### config.mk
export PLATFORM = sky130hd
export DESIGN_NAME = v_store_drain
export DESIGN_NICKNAME = d
export VERILOG_FILES = /design/src/rtl/v_store_drain.sv
export SDC_FILE = /design/constraint.sdc
export NUM_CORES = 1
export LEC_CHECK = 0
export CAP_MARGIN = 20
export CORE_MARGIN = 8
export CORE_UTILIZATION = 63
export DETAILED_ROUTE_END_ITERATION = 10
export DONT_BUFFER_PORTS = 1
export GPL_ROUTABILITY_DRIVEN = 0
export PLACE_DENSITY_LB_ADDON = 0.25
export SLEW_MARGIN = 15
export SYNTH_ARGS = -nofsm -noshare
export SYNTH_HDL_FRONTEND = slang
export SYNTH_SLANG_ARGS = --single-unit
### constraint.sdc
create_clock -name clk -period 9.2 [get_ports clk]
set_input_delay 2.3 -clock clk [delete_from_list [all_inputs] [get_ports clk]]
set_output_delay 2.3 -clock clk [all_outputs]
set_load 0.005 [all_outputs]
### src/rtl/v_store_drain.sv
// Write-drain buffer: four per-bank FIFOs between the vector store unit and the data-memory banks.
// Head entry is on mem_* one cycle after accept; in_ready drops if any bank is full or a completion is pending.
`ifndef DATAMEM_BITS
`define DATAMEM_BITS 10
`endif
`ifndef DATAMEM_WIDTH
`define DATAMEM_WIDTH 32
`endif

module v_store_drain #(
  parameter int DEPTH = 4,
  parameter int AW    = `DATAMEM_BITS,
  parameter int DW    = `DATAMEM_WIDTH
) (
  input  logic          clk,
  input  logic          rst,
  input  logic          in_valid,
  output logic          in_ready,
  input  logic [3:0]    in_we,
  input  logic          in_last,
  input  logic [AW-1:0] in_addr0,
  input  logic [AW-1:0] in_addr1,
  input  logic [AW-1:0] in_addr2,
  input  logic [AW-1:0] in_addr3,
  input  logic [DW-1:0] in_data0,
  input  logic [DW-1:0] in_data1,
  input  logic [DW-1:0] in_data2,
  input  logic [DW-1:0] in_data3,
  output logic          mem_we0,
  output logic          mem_we1,
  output logic          mem_we2,
  output logic          mem_we3,
  output logic [AW-1:0] mem_addr0,
  output logic [AW-1:0] mem_addr1,
  output logic [AW-1:0] mem_addr2,
  output logic [AW-1:0] mem_addr3,
  output logic [DW-1:0] mem_data0,
  output logic [DW-1:0] mem_data1,
  output logic [DW-1:0] mem_data2,
  output logic [DW-1:0] mem_data3,
  input  logic          mem_ready0,
  input  logic          mem_ready1,
  input  logic          mem_ready2,
  input  logic          mem_ready3,
  output logic          busy,
  output logic          store_done
);

  localparam int PW = $clog2(DEPTH);
  localparam int CW = PW + 1;
  localparam int EW = AW + DW;

  logic [AW-1:0] addr_in [4];
  logic [DW-1:0] data_in [4];
  logic [3:0]    ready_in;

  assign addr_in[0] = in_addr0;
  assign addr_in[1] = in_addr1;
  assign addr_in[2] = in_addr2;
  assign addr_in[3] = in_addr3;
  assign data_in[0] = in_data0;
  assign data_in[1] = in_data1;
  assign data_in[2] = in_data2;
  assign data_in[3] = in_data3;
  assign ready_in   = {mem_ready3, mem_ready2, mem_ready1, mem_ready0};

  logic [CW-1:0] cnt_q [4];
  logic [CW-1:0] cnt_d [4];
  logic [PW-1:0] wr_ptr_q [4];
  logic [PW-1:0] wr_ptr_d [4];
  logic [PW-1:0] rd_ptr_q [4];
  logic [PW-1:0] rd_ptr_d [4];
  logic [EW-1:0] ent_q [4][DEPTH];
  logic [EW-1:0] ent_d [4][DEPTH];
  logic          last_pending_q;
  logic          last_pending_d;

  logic [3:0] nonempty;
  logic [3:0] push;
  logic [3:0] pop;
  logic       all_empty;
  logic       any_full;
  logic       accept;

  always_comb begin
    nonempty  = '0;
    all_empty = 1'b1;
    any_full  = 1'b0;
    for (int k = 0; k < 4; k++) begin
      nonempty[k] = (cnt_q[k] != '0);
      if (nonempty[k]) all_empty = 1'b0;
      if (cnt_q[k] == CW'(DEPTH)) any_full = 1'b1;
    end
  end

  // Readiness uses registered counts only, so a same-cycle pop never frees a slot.
  assign in_ready   = !rst && !last_pending_q && !any_full;
  assign accept     = in_valid && in_ready;
  assign store_done = !rst && last_pending_q && all_empty;
  assign busy       = last_pending_q || !all_empty;

  always_comb begin
    push = '0;
    pop  = '0;
    for (int k = 0; k < 4; k++) begin
      push[k]     = accept && in_we[k];
      pop[k]      = nonempty[k] && ready_in[k];
      cnt_d[k]    = cnt_q[k] + CW'(push[k]) - CW'(pop[k]);
      wr_ptr_d[k] = wr_ptr_q[k] + PW'(push[k]);
      rd_ptr_d[k] = rd_ptr_q[k] + PW'(pop[k]);
      ent_d[k]    = ent_q[k];
      if (push[k]) ent_d[k][wr_ptr_q[k]] = {addr_in[k], data_in[k]};
    end

    last_pending_d = last_pending_q;
    if (store_done) last_pending_d = 1'b0;
    if (accept && in_last) last_pending_d = 1'b1;
  end

  always_ff @(posedge clk) begin
    if (rst) begin
      for (int k = 0; k < 4; k++) begin
        cnt_q[k]    <= '0;
        wr_ptr_q[k] <= '0;
        rd_ptr_q[k] <= '0;
      end
      last_pending_q <= 1'b0;
    end else begin
      cnt_q          <= cnt_d;
      wr_ptr_q       <= wr_ptr_d;
      rd_ptr_q       <= rd_ptr_d;
      last_pending_q <= last_pending_d;
    end
  end

  // Entry storage needs no reset: zeroed counts make stale entries unreachable.
  always_ff @(posedge clk) begin
    ent_q <= ent_d;
  end

  assign mem_we0 = nonempty[0];
  assign mem_we1 = nonempty[1];
  assign mem_we2 = nonempty[2];
  assign mem_we3 = nonempty[3];
  assign {mem_addr0, mem_data0} = ent_q[0][rd_ptr_q[0]];
  assign {mem_addr1, mem_data1} = ent_q[1][rd_ptr_q[1]];
  assign {mem_addr2, mem_data2} = ent_q[2][rd_ptr_q[2]];
  assign {mem_addr3, mem_data3} = ent_q[3][rd_ptr_q[3]];

  for (genvar g = 0; g < 4; g++) begin : g_chk
    a_no_overflow : assert property (@(posedge clk) disable iff (rst)
      (cnt_q[g] <= CW'(DEPTH)) && !(push[g] && !pop[g] && cnt_q[g] == CW'(DEPTH)));
    a_no_underflow : assert property (@(posedge clk) disable iff (rst)
      !(pop[g] && cnt_q[g] == '0));
  end

endmodule

After elaboration in Yosys (flattened, before gate mapping)
Cells that the tools add are included.
{ "classes": {"eq_ne": 4, "shifts": 0, "n_div": 0, "reduce_logical": 28, "n_addsub": 16, "bitwise_logic": 8, "mul": 0, "muxes": 34, "order_cmp": 12} }
{ "op_table": {"columns": ["op", "count"], "rows": [
  ["bitwise mux 168 bit", 4],
  ["two-way mux 42 bit", 12],
  ["binary-select mux 42 bit (select 2 bit)", 4],
  ["demux 42 bit (select 2 bit)", 4],
  [">= comparator 3 bit (second input constant)", 8],
  ["NOT 2 -> 3 bit", 8],
  ["logical AND 1 bit", 18],
  ["adder 2 x 1 -> 2 bit", 8],
  ["adder 3 x 1 -> 3 bit", 4],
  ["== test 3 bit (second input constant)", 4],
  ["< comparator 3 x 1 -> 1 bit (second input constant)", 4],
  ["nonzero test 3 bit", 4],
  ["subtractor 3 x 1 -> 3 bit", 4],
  ["two-way mux 1 bit", 10],
  ["zero test 1 bit", 4],
  ["nonzero test 2 bit", 1],
  ["logical OR 1 bit", 1]
]} }
{ "word_totals": {"elab_cells": 131, "romBits": 0, "out_inout_bits": 175, "n_memories": 0, "latchBits": 0, "ram_bits": 0, "regBits": 701, "input_bits": 180} }

Depth between registers and ports, before layout
Gate-level depths: netlist of run 1.
{ "depth": {"ltp_word": 11, "ltp_mapped": 11, "ltp_nobuf": 11} }

Worst setup path before layout of run 1
No wires, ideal clock.
{ "synth_path": {"path_kind": "input port to flip-flop", "from": "in rst", "to": "reg ent_q[210] (netlist name), enable pin", "required_ns": 8.654, "cell_stages": 4, "arrival_time_ns": 6.852, "n_path_buf": 1, "setup_slack_ns": 1.802, "setup_time_ns": 0.546, "cell_sequence": "nor2_1 -> nand2_1 -> buf_2 -> nor4_1"} }
{ "synth_between": {"elab_chain_len": 5} }
{ "synth_rtl": {"columns": ["element", "line", "text"], "rows": [
  ["start: declaration", "16", "input logic rst,"],
  ["zero test 1 bit", "97", "assign in_ready = !rst && !last_pending_q && !any_full;"],
  ["logical AND 1 bit (2 in series)", "97", null],
  ["logical AND 1 bit", "98", "assign accept = in_valid && in_ready;"],
  ["logical AND 1 bit", "106", "push[k] = accept && in_we[k];"],
  ["end signal: assignment", "138", "ent_q <= ent_d;"],
  ["end: declaration", "73", "logic [EW-1:0] ent_q [4][DEPTH];"]
]} }
No other way between the ends.
A chain may end at the register's enable or synchronous reset.

Final worst setup path of run 1
{ "layout_path": {"from": "in rst", "to": "out in_ready"} }
{ "layout_between": {"elab_chain_len": 3} }
{ "layout_rtl": {"columns": ["element", "line", "text"], "rows": [
  ["zero test 1 bit", "97", null],
  ["logical AND 1 bit (2 in series)", "97", null],
  ["end: declaration", "18", "output logic in_ready,"]
]} }
No other way between the ends.

==> impl_metrics.json, run 1 <==
{
  "yosys.area_share.simple_pct": 2.05,
  "drt_iter0_markers": 1060,
  "worstPathRequired_ns": 6.90,
  "path_clk_slew_ns": 0.06,
  "nets": 1306,
  "worst_pin_slew_ns": 0.851,
  "synth-compound-area-share_pct": 0.0778,
  "drive_above_1_share_pct": 27.7,
  "clock_path_buffers": 3,
  "drv_cap": 0,
  "ys_ff_latch": 701,
  "antenna_found_initial": 3,
  "syn_area_um2": 25700,
  "dp_hpwl_um": 31000,
  "ctsResizeCount": 0,
  "grt_max_degree": 44,
  "synth_top_area_cell": "edfxtp_1",
  "cts-root-buf": "clkbuf_16",
  "start_util_pct": 63.5,
  "syn-num-nets": 1258,
  "synth_top_family_by_area": "multiplexers",
  "cp_data_arrival_time_ns": 3.06,
  "htree_levels": 3,
  "hold_viol_final": 0,
  "grt_pass1_vias": 11400,
  "cts_tree": "done",
  "slew_headroom_pct": 43.3,
  "die-width_um": 218,
  "synth.distinct_cells": 28,
  "grt_overflow": 0,
  "drt-vias-per-instance": 6.34,
  "max_stage_delay_ns": 0.33,
  "timing.critical_path.mode_cell": "nor2_1",
  "yosysSeqAreaShare_pct": 80.6,
  "drtAntennaViolNets": 0,
  "post-cts-setup-buffers": 0,
  "synth_xor_area_share_pct": 0.510,
  "avgRoutedWirePerCell_um": 30.4,
  "numClockSinks": 701,
  "ys_top_cells_by_area": "edfxtp_1 (78%), mux4_2 (15%), dfxtp_1 (2.3%)",
  "maxSlewViolCount": 0,
  "synthMuxAreaShare_pct": 14.7,
  "cp_slowest_cell": "nor2_1",
  "fin_setup_tns_ns": 0,
  "worstSetupStartpointType": "input pin",
  "cts_made_buffers": 69,
  "status": "completed",
  "rows": 74,
  "crit_type": "input pin to output pin",
  "rsz0062_at_grt": "no",
  "crit_buf_inv": 1,
  "dieArea_um2": 47600,
  "drt-total-wl_um": 51400,
  "synth_area_per_cell_um2": 24.3,
  "drc": 0,
  "core_region_area_um2": 40600,
  "die_h_um": 218,
  "min_path_type": "register to register",
  "fin_crit_sh_pct": 58.3,
  "finalCriticalPeriod_ns": 5.36,
  "ys_warn_count": 0,
  "io_buffers": 0,
  "postCtsHoldBufs": 0,
  "crit_chain": "nor2_1, nand2_1, buf_4, nor2_1",
  "fmax_mhz": 187,
  "skew_ns": 0.0205,
  "end_kind": "output pin",
  "holdWs_ns": 0.540,
  "syn_inst": 1058,
  "grt_use_total_pct": 21.7,
  "synth_top_area_share_pct": 78.4,
  "synthToLayoutAreaGrowth_pct": 11.5,
  "dr.pass1.iters": 4,
  "synthAdderAreaFrac_pct": 1.09,
  "cp_top_family": "simple AND/OR/NAND/NOR gates",
  "finalSetupViolations": 0,
  "powerDensity_nw_per_um2": 266,
  "crit_fanout": 30,
  "max-vdd-ir-drop_v": 0.000191,
  "p_leak_uw": 0.00878,
  "vias": 10700,
  "grt_pass1_wl_um": 75000,
  "clk_latency_ns": 0.59,
  "ios": 355
}
==> metal layers <==
metal | GRT usage, % | vias to the layer above | wire length (um) | share of wire (%)
li1 | - | 4550 | - | -
met3 | 9.57 | 76 | 5970 | 12
met1 | 26.0 | 5664 | 18100 | 35
met5 | 0 | - | 0 | 0
met2 | 35.1 | 452 | 26100 | 51
met4 | 7.41 | 0 | 1320 | 2.6
==> worst paths after layout <==
kind | startpoint | endpoint | slack, ns | cells after the start
max | rst | in_ready | 3.84 | 4
min | cnt_q[2]$_SDFF_PP0_ | cnt_q[2]$_SDFF_PP0_ | 0.54 | 2
max reg2reg | cnt_q[4]$_SDFF_PP0_ | cnt_q[2]$_SDFF_PP0_ | 6.13 | 11
min reg2reg | cnt_q[2]$_SDFF_PP0_ | cnt_q[2]$_SDFF_PP0_ | 0.54 | 2
==> Yosys cell counts <==
cell / count
nand2b_1: 8
xnor2_1: 13
inv_1: 10
or2_1: 1
buf_2: 18
buf_1: 3
nand2_1: 12
and2_2: 2
nor2_1: 18
or4_4: 1
clkbuf_1: 27
a221o_2: 1
o2bb2ai_1: 1
or3b_2: 1
dfxtp_1: 29
nor2b_1: 16
mux4_2: 168
xor2_1: 2
nand4_1: 1
nor3_1: 6
nor4_1: 15
ha_1: 16
or3_4: 2
nor3b_1: 1
edfxtp_1: 672
and2_1: 3
fa_1: 4
or3_1: 7
==> where the power goes <==
part | internal [uW] | switching (uW)
Combinational | 584 | 654
Sequential | 3630 | 96.1
Clock | 1570 | 1110
==> per-stage QoR <==
stage | cell area (um2) | total power [uW] | std cells | worst slack (ns) | utilization, %
after floorplan | 25700 | 4720 | 1058 | 1.80 | -
after CTS | 28700 | 7740 | 1689 | 3.85 | 70.7
after detailed placement | 26500 | 5050 | 1566 | 3.86 | 65.3
final | 28700 | 7640 | 1693 | 3.84 | 70.8
after global routing | 28700 | 7940 | 1691 | 3.75 | 70.7
after global placement | 26500 | 5030 | 1566 | 3.86 | 65.3
==> sequential cells by signal, indices dropped and copies added, names as in the netlist <==
name	flops
wr_ptr_q	8
rd_ptr_q	8
cnt_q	12
ent_q	672
last_pending_q	1
==> cell type report <==
type | count | area (um2)
inverter | 10 | 37.5
tap | 532 | 666
clock buffer | 86 | 1890
timing repair buffer | 25 | 200
antenna | 3 | 7.51
sequential | 701 | 20800
fill | 2281 | 11900
clock inverter | 37 | 289
multi-input combinational | 299 | 4840
==> tightest hold or removal path: stages, from the launching register on <==
cell and delay [ns]:
dfxtp_1 0.33, nor2_1 0.11, nor3_1 0.06
==> placed cells by master, fill, tap and decap left out, types with 3 or more instances in the layout <==
master	count
clkinv_2	11
or3_1	7
nor2_1	18
fa_1	4
clkinvlp_4	7
xnor2_1	13
bufinv_16	4
edfxtp_1	672
diode_2	3
buf_4	24
nor4_2	15
dfxtp_2	8
nand2_1	12
mux4_2	168
inv_1	10
nor2b_1	16
clkbuf_1	12
dfxtp_1	21
ha_1	16
nor3_1	5
clkinv_1	14
clkbuf_16	73
nand2b_1	8
and2_1	3
==> cells by family after synthesis <==
family / Yosys count
AND/OR/NAND/NOR: 94
adder cells (fa/ha/maj): 20
AO/OA/AOI/OAI: 2
multiplexers: 168
flip-flops: 701
buffers and inverters: 58
XOR/XNOR: 15
Power figures use the tool's default switching activity.
==> run 2: changes to the inputs <==
==> constraint.sdc (replaced) <==
create_clock -name clk -period 5 [get_ports clk]
set_input_delay 1.25 -clock clk [delete_from_list [all_inputs] [get_ports clk]]
set_output_delay 1.25 -clock clk [all_outputs]
set_load 0.005 [all_outputs]
==> run 2 against run 1 <==
Effect of this change:
- largest power group unchanged
- cell area hardly changed
- sequential share of layout area hardly changed
- non-clock buffer count increased by 3
- cell count down 0.30%
- combinational power is 75% higher
- wire length is 1.9% higher
- highest routed layer is now met5
==> impl_metrics.json, run 2 (synthesis results as in run 1) <==
{
  "crit_fanout": 22,
  "fin_cells": 1688,
  "r2r_slack_ns": 1.97,
  "design_power_total_uw": 14100,
  "holdPathStages": 2,
  "rows": 74,
  "reg2reg_from": "cnt_q[4]$_SDFF_PP0_",
  "crit_type": "register to output pin",
  "reg2reg_to": "cnt_q[2]$_SDFF_PP0_",
  "die-width_um": 218,
  "placed_cell_area_um2": 26600,
  "fin_crit_sh_pct": 73.2,
  "htree_levels": 3,
  "final-seq-area_um2": 20800,
  "fillers": 2262,
  "skew_ns": 0.0175,
  "min_path_type": "register to register",
  "dp_slack_ns": 1.24,
  "antenna_found_initial": 4,
  "layout_commonest_cell": "edfxtp_1",
  "clock_path_buffers": 3,
  "rr_worst_depth": 11,
  "powerDensity_nw_per_um2": 490,
  "wl_met1_um": 18100,
  "slew_headroom_pct": 25.8,
  "route.met2.wl_um": 26500,
  "dp_hpwl_um": 31700,
  "synthToLayoutAreaGrowth_pct": 11.5,
  "end_kind": "output pin",
  "fmax_mhz": 273,
  "numClockSinks": 701,
  "ios": 355,
  "clk_latency_ns": 0.58,
  "multi_input_area_um2": 4840,
  "die_h_um": 218,
  "drv_cap": 0,
  "cts-root-buf": "clkbuf_16",
  "ctsResizeCount": 0,
  "worstSetupStartpointType": "register",
  "crit_chain": "buf_4, mux4_2",
  "finalSetupViolations": 0,
  "start_util_pct": 63.5,
  "grt_overflow": 0,
  "hold_viol_final": 0,
  "max_stage_delay_ns": 0.84,
  "cp_data_arrival_time_ns": 2.41,
  "drtAntennaViolNets": 0,
  "largest_reg_flops": 672,
  "core_region_area_um2": 40600,
  "p_leak_uw": 0.00880,
  "max-vdd-ir-drop_v": 0.000370,
  "grt_pass1_wl_um": 76100,
  "min_from": "cnt_q[2]$_SDFF_PP0_",
  "nets": 1308,
  "drc": 0,
  "antennaDiodeCount": 0,
  "routed.top_layer": "met5",
  "worst_slack_ns": 1.34,
  "grt_max_degree": 44,
  "path_clk_slew_ns": 0.06,
  "wl_met3_um": 6220,
  "dp.cells": 1570,
  "cp_top_family": "flip-flops",
  "crit_buf_inv": 1,
  "finalCriticalPeriod_ns": 3.66,
  "reg_top3": "ent_q: 672 flops, cnt_q: 12 flops",
  "drt-vias-per-instance": 6.38,
  "worst_pin_slew_ns": 1.11,
  "mostFrequentLayoutCells": "edfxtp_1 (672), mux4_2 (168), clkbuf_16 (73), buf_4 (25), dfxtp_1 (21)",
  "post-cts-setup-buffers": 0,
  "dieArea_um2": 47600,
  "avgRoutedWirePerCell_um": 31.1,
  "worstPathRequired_ns": 3.75,
  "finalInstanceArea_um2": 28700,
  "cts_made_buffers": 68,
  "vias": 10800,
  "dr.pass1.iters": 5,
  "drt_iter0_markers": 1119,
  "cts_tree": "done",
  "maxSlewViolCount": 0,
  "largest-register": "ent_q",
  "drt-total-wl_um": 52400,
  "grt_pass1_vias": 11500,
  "io_buffers": 0,
  "status": "completed",
  "postCtsHoldBufs": 0,
  "cp_slowest_cell": "dfxtp_2",
  "rsz0062_at_grt": "no",
  "hold_end": "cnt_q[2]$_SDFF_PP0_",
  "drive_above_1_share_pct": 27.5,
  "grt_use_total_pct": 22.0
}
==> run 2: cell types whose count changed in the layout (fill, tap and decap cells not counted) <==
cell and change:
clkbuf_1 +5, diode_2 -3, clkinvlp_4 -5, buf_12 +2, clkinv_1 -4, buf_4 +1
clkinv_2 -1
==> run 2: area by class of cell <==
cell class,count,share of cell area (%)
clock inverters,27,0.807
well taps,532,2.32
repair buffers,28,0.863
clock buffers,91,6.64
multi-input cells,299,16.9
flip-flops and latches,701,72.4
inverters,10,0.131
==> run 2: worst max-delay path by stage <==
stage / startpoint / endpoint / slack (ns) / cells past startpoint
global placement: rst / cnt_q[2]$_SDFF_PP0_ / 1.35 / 12
finish: rd_ptr_q[6]$_SDFF_PP0_ / mem_data0[1] / 1.34 / 2
global route: rd_ptr_q[6]$_SDFF_PP0_ / mem_data0[12] / 1.16 / 2
detailed placement: rst / cnt_q[2]$_SDFF_PP0_ / 1.24 / 12
CTS: rd_ptr_q[6]$_SDFF_PP0_ / mem_data0[21] / 1.26 / 2
floorplan: rst / ent_q[210]$_DFFE_PP_ / -1.35 / 4
==> run 2: layer usage <==
layer / up-vias / global-route usage (%)
met1: 5645 / 25.2
met2: 469 / 36.3
met4: 6 / 7.61
li1: 4547 / -
met3: 98 / 10.3
met5: - / 0
==> run 2: where the power goes <==
part           internal, uW  switching (uW)  leakage (uW)
Clock                  2880            2030       0.00104
Sequential             6680             325       0.00629
Combinational          1110            1060       0.00146
==> run 2: through the flow <==
step,util [%],hold WS [ns],setup TNS [ns]
floorplan,-,0.493,-844.01
global placement,65.5,0.519,0
detailed placement,65.5,0.516,0
CTS,70.8,0.527,0
global route,70.8,0.564,0
finish,70.8,0.525,0
==> run 2: worst min-delay path, cell delays in order, from the launching register on <==
cell     delay, ns
dfxtp_1       0.33
nor2_1        0.10
nor3_1        0.05
==> run 3: changes to the inputs <==
--- a/config.mk
+++ b/config.mk
@@ -5,9 +5,10 @@
 export SDC_FILE = /design/constraint.sdc
 export NUM_CORES = 1
 export LEC_CHECK = 0
+export ABC_AREA = 1
 export CAP_MARGIN = 20
 export CORE_MARGIN = 8
-export CORE_UTILIZATION = 63
+export CORE_UTILIZATION = 57
 export DETAILED_ROUTE_END_ITERATION = 10
 export DONT_BUFFER_PORTS = 1
 export GPL_ROUTABILITY_DRIVEN = 0
==> constraint.sdc (replaced) <==
create_clock -name clk -period 3 [get_ports clk]
set_input_delay 0.75 -clock clk [delete_from_list [all_inputs] [get_ports clk]]
set_output_delay 0.75 -clock clk [all_outputs]
set_load 0.005 [all_outputs]
==> run 3 against run 2 <==
Effect of this change:
- worst hold slack got worse by 0.29 ns
- non-clock buffer count rose by 20
- largest power group unchanged
- wire length rose by 9.2%
- clock skew rose by 0.00096 ns
- sequential share of layout area fell by 2.2 points
- flip-flop and latch count did not move
- clock power rose by 71%
- synthesized cell count rose by 74%
- total power rose by 75%
- cell count rose by 48%
- core utilization fell by 6.9 points
==> impl_metrics.json, run 3 <==
{
  "max_stage_delay_ns": 0.38,
  "htree_levels": 3,
  "grt_use_total_pct": 20.7,
  "synthToLayoutAreaGrowth_pct": 11.3,
  "holdPathStages": 1,
  "r2r_slack_ns": 0.69,
  "status": "completed",
  "fillers": 3216,
  "finalSetupViolations": 0,
  "synth_ff_type": "edfxtp_1",
  "slew_headroom_pct": 53.7,
  "postCtsHoldBufs": 0,
  "die-width_um": 232,
  "crit_type": "register to output pin",
  "grt_pass1_wl_um": 85300,
  "rows": 79,
  "max-vdd-ir-drop_v": 0.000693,
  "drt_iter0_markers": 1191,
  "drive_above_1_share_pct": 10.0,
  "final-seq-area_um2": 20800,
  "die_h_um": 232,
  "synth_edf_count": 672,
  "grt_max_degree": 86,
  "yosysSeqAreaShare_pct": 78.0,
  "drt-vias-per-instance": 5.92,
  "fin_crit_sh_pct": 94.4,
  "dp_hpwl_um": 34300,
  "reg_top3": "ent_q: 672 flops, cnt_q: 12 flops",
  "min_from": "rst",
  "vias": 14800,
  "multi_input_area_um2": 5030,
  "io_buffers": 0,
  "cp_slowest_cell": "inv_2",
  "crit_fanout": 28,
  "met1_usage_pct": 24.9,
  "nets": 2045,
  "reg2reg_to": "cnt_q[2]$_SDFF_PP0_",
  "dr.pass1.iters": 5,
  "fin_util_pct": 63.9,
  "layout_commonest_cell": "edfxtp_1",
  "worstPathRequired_ns": 2.25,
  "cp_data_arrival_time_ns": 2.08,
  "drc": 0,
  "grt_overflow": 0,
  "ys_top_cells_by_area": "edfxtp_1 (76%), nor2_1 (5.2%), o21ai_0 (4.7%)",
  "drtAntennaViolNets": 0,
  "core_region_area_um2": 46400,
  "cts_made_buffers": 69,
  "numClockSinks": 701,
  "largest-register": "ent_q",
  "syn_area_um2": 26600,
  "async_flop_share_pct": 0,
  "grt_pass1_vias": 14200,
  "largest_reg_flops": 672,
  "dieArea_um2": 53800,
  "avgRoutedWirePerCell_um": 22.8,
  "rsz0062_at_grt": "no",
  "path_clk_slew_ns": 0.06,
  "worst_pin_slew_ns": 0.689,
  "grt.busiest_layer": "met2",
  "skew_ns": 0.0184,
  "crit_chain": "inv_2, buf_4, o21ai_0, o22ai_1",
  "reg2reg_from": "cnt_q[1]$_SDFF_PP0_",
  "start_util_pct": 57.4,
  "mostFrequentLayoutCells": "edfxtp_1 (672), nor2_1 (369), o21ai_0 (248), o22ai_1 (168), o21ai_1 (88)",
  "worstSetupStartpointType": "register",
  "clk_latency_ns": 0.59,
  "min_path_type": "input pin to register",
  "maxSlewViolCount": 0,
  "synth_area_per_cell_um2": 14.5,
  "hold_viol_final": 0,
  "cts_tree": "done",
  "rr_worst_depth": 13,
  "syn_inst": 1837,
  "synth.most_common_cell": "edfxtp_1",
  "drv_cap": 0,
  "syn-num-nets": 2037,
  "antenna_found_initial": 2,
  "synth_top_area_cell": "edfxtp_1",
  "fin_setup_tns_ns": 0,
  "drt-total-wl_um": 57200,
  "clock_path_buffers": 3,
  "synth_commonest_cells": "edfxtp_1 (672), nor2_1 (369), o21ai_0 (248), o22ai_1 (168), o21ai_1 (88)",
  "end_kind": "output pin",
  "ys_warn_count": 0,
  "cts-root-buf": "clkbuf_16",
  "grtUsageMet3_pct": 8.34,
  "p_leak_uw": 0.00962,
  "fmax_mhz": 353,
  "hold_end": "wr_ptr_q[6]$_SDFF_PP0_",
  "ys_ff_latch": 701,
  "finalCriticalPeriod_ns": 2.83,
  "synth.distinct_cells": 33,
  "powerDensity_nw_per_um2": 832,
  "synth_top_area_share_pct": 75.9,
  "use_met2_pct": 33.0,
  "ios": 355
}
run 3: timing repair:
action / 4_1_cts / 5_1_grt
buffers inserted: 0 / 0
pin swaps: 0 / 0
endpoints found under the setup margin: 1 / 1
resized for setup: 1 / 1
run 3: stage by stage:
| stage | instance area (um2) | hold WS, ns | setup slack, ns | instances | power, uW |
|---|---|---|---|---|---|
| 5_1_grt | 29600 | 0.201 | 0.0218 | 2505 | 25700 |
| 2_1_floorplan | 26600 | 0.510 | 0.203 | 1837 | 15200 |
| 3_3_place_gp | 27400 | 0.533 | 0.358 | 2381 | 16400 |
| 4_1_cts | 29600 | 0.185 | 0.0614 | 2504 | 24900 |
| 3_5_place_dp | 27400 | 0.542 | 0.349 | 2381 | 16600 |
| 6_report | 29600 | 0.239 | 0.169 | 2505 | 24600 |
run 3: metal layers:
layer  routed length [um]  up-vias
li1                     -     6856
met1                21500     7298
met2                27600      563
met3                 6140      106
met4                 1920        2
met5                   11        -
run 3: critical path, delay by kind of cell, from the launching register on:
| family | cells | cell delay, ns |
|---|---|---|
| buffers and inverters | 2 | 0.71 |
| AOI/OAI and AO/OA | 2 | 0.44 |
| DFF | 1 | 0.33 |
run 3: worst max-delay path by stage:
stage,start,to,slack [ns],depth (start not counted)
2_1_floorplan,rst,ent_q[0]$_DFFE_PP_,0.20,5
3_3_place_gp,rst,cnt_q[2]$_SDFF_PP0_,0.36,12
3_5_place_dp,rst,cnt_q[2]$_SDFF_PP0_,0.35,12
4_1_cts,rd_ptr_q[2]$_SDFF_PP0_,mem_data2[12],0.06,4
5_1_grt,rd_ptr_q[4]$_SDFF_PP0_,mem_addr1[3],0.02,4
6_report,rd_ptr_q[4]$_SDFF_PP0_,mem_addr1[3],0.17,4
run 3: cell type report:
cell class / instances / share of cell area (%)
Clock inverter: 35 / 1.10
Sequential cell: 701 / 70.1
Tap cell: 607 / 2.57
Antenna cell: 1 / 0.00845
Inverter: 52 / 0.668
Multi-Input combinational cell: 973 / 17.0
Timing Repair Buffer: 48 / 2.16
Clock buffer: 88 / 6.36
run 3: where the power goes:
group | internal [uW] | switching (uW)
clock | 4890 | 3470
sequential | 11100 | 167
combinational | 1410 | 3560
total | 17400 | 7200
run 3: logic make-up (layout without fill, tap and decap cells):
family                   after synthesis  after routing  synth area share, %
AO/OA/AOI/OAI                        509            509                 10.4
XOR/XNOR                              12             12                0.395
adder cells (fa/ha/maj)               20             20                 1.05
buffers and inverters                163            223                 3.36
flip-flops                           701            701                 78.0
other                                  0              1                    0
AND/OR/NAND/NOR                      432            432                 6.77
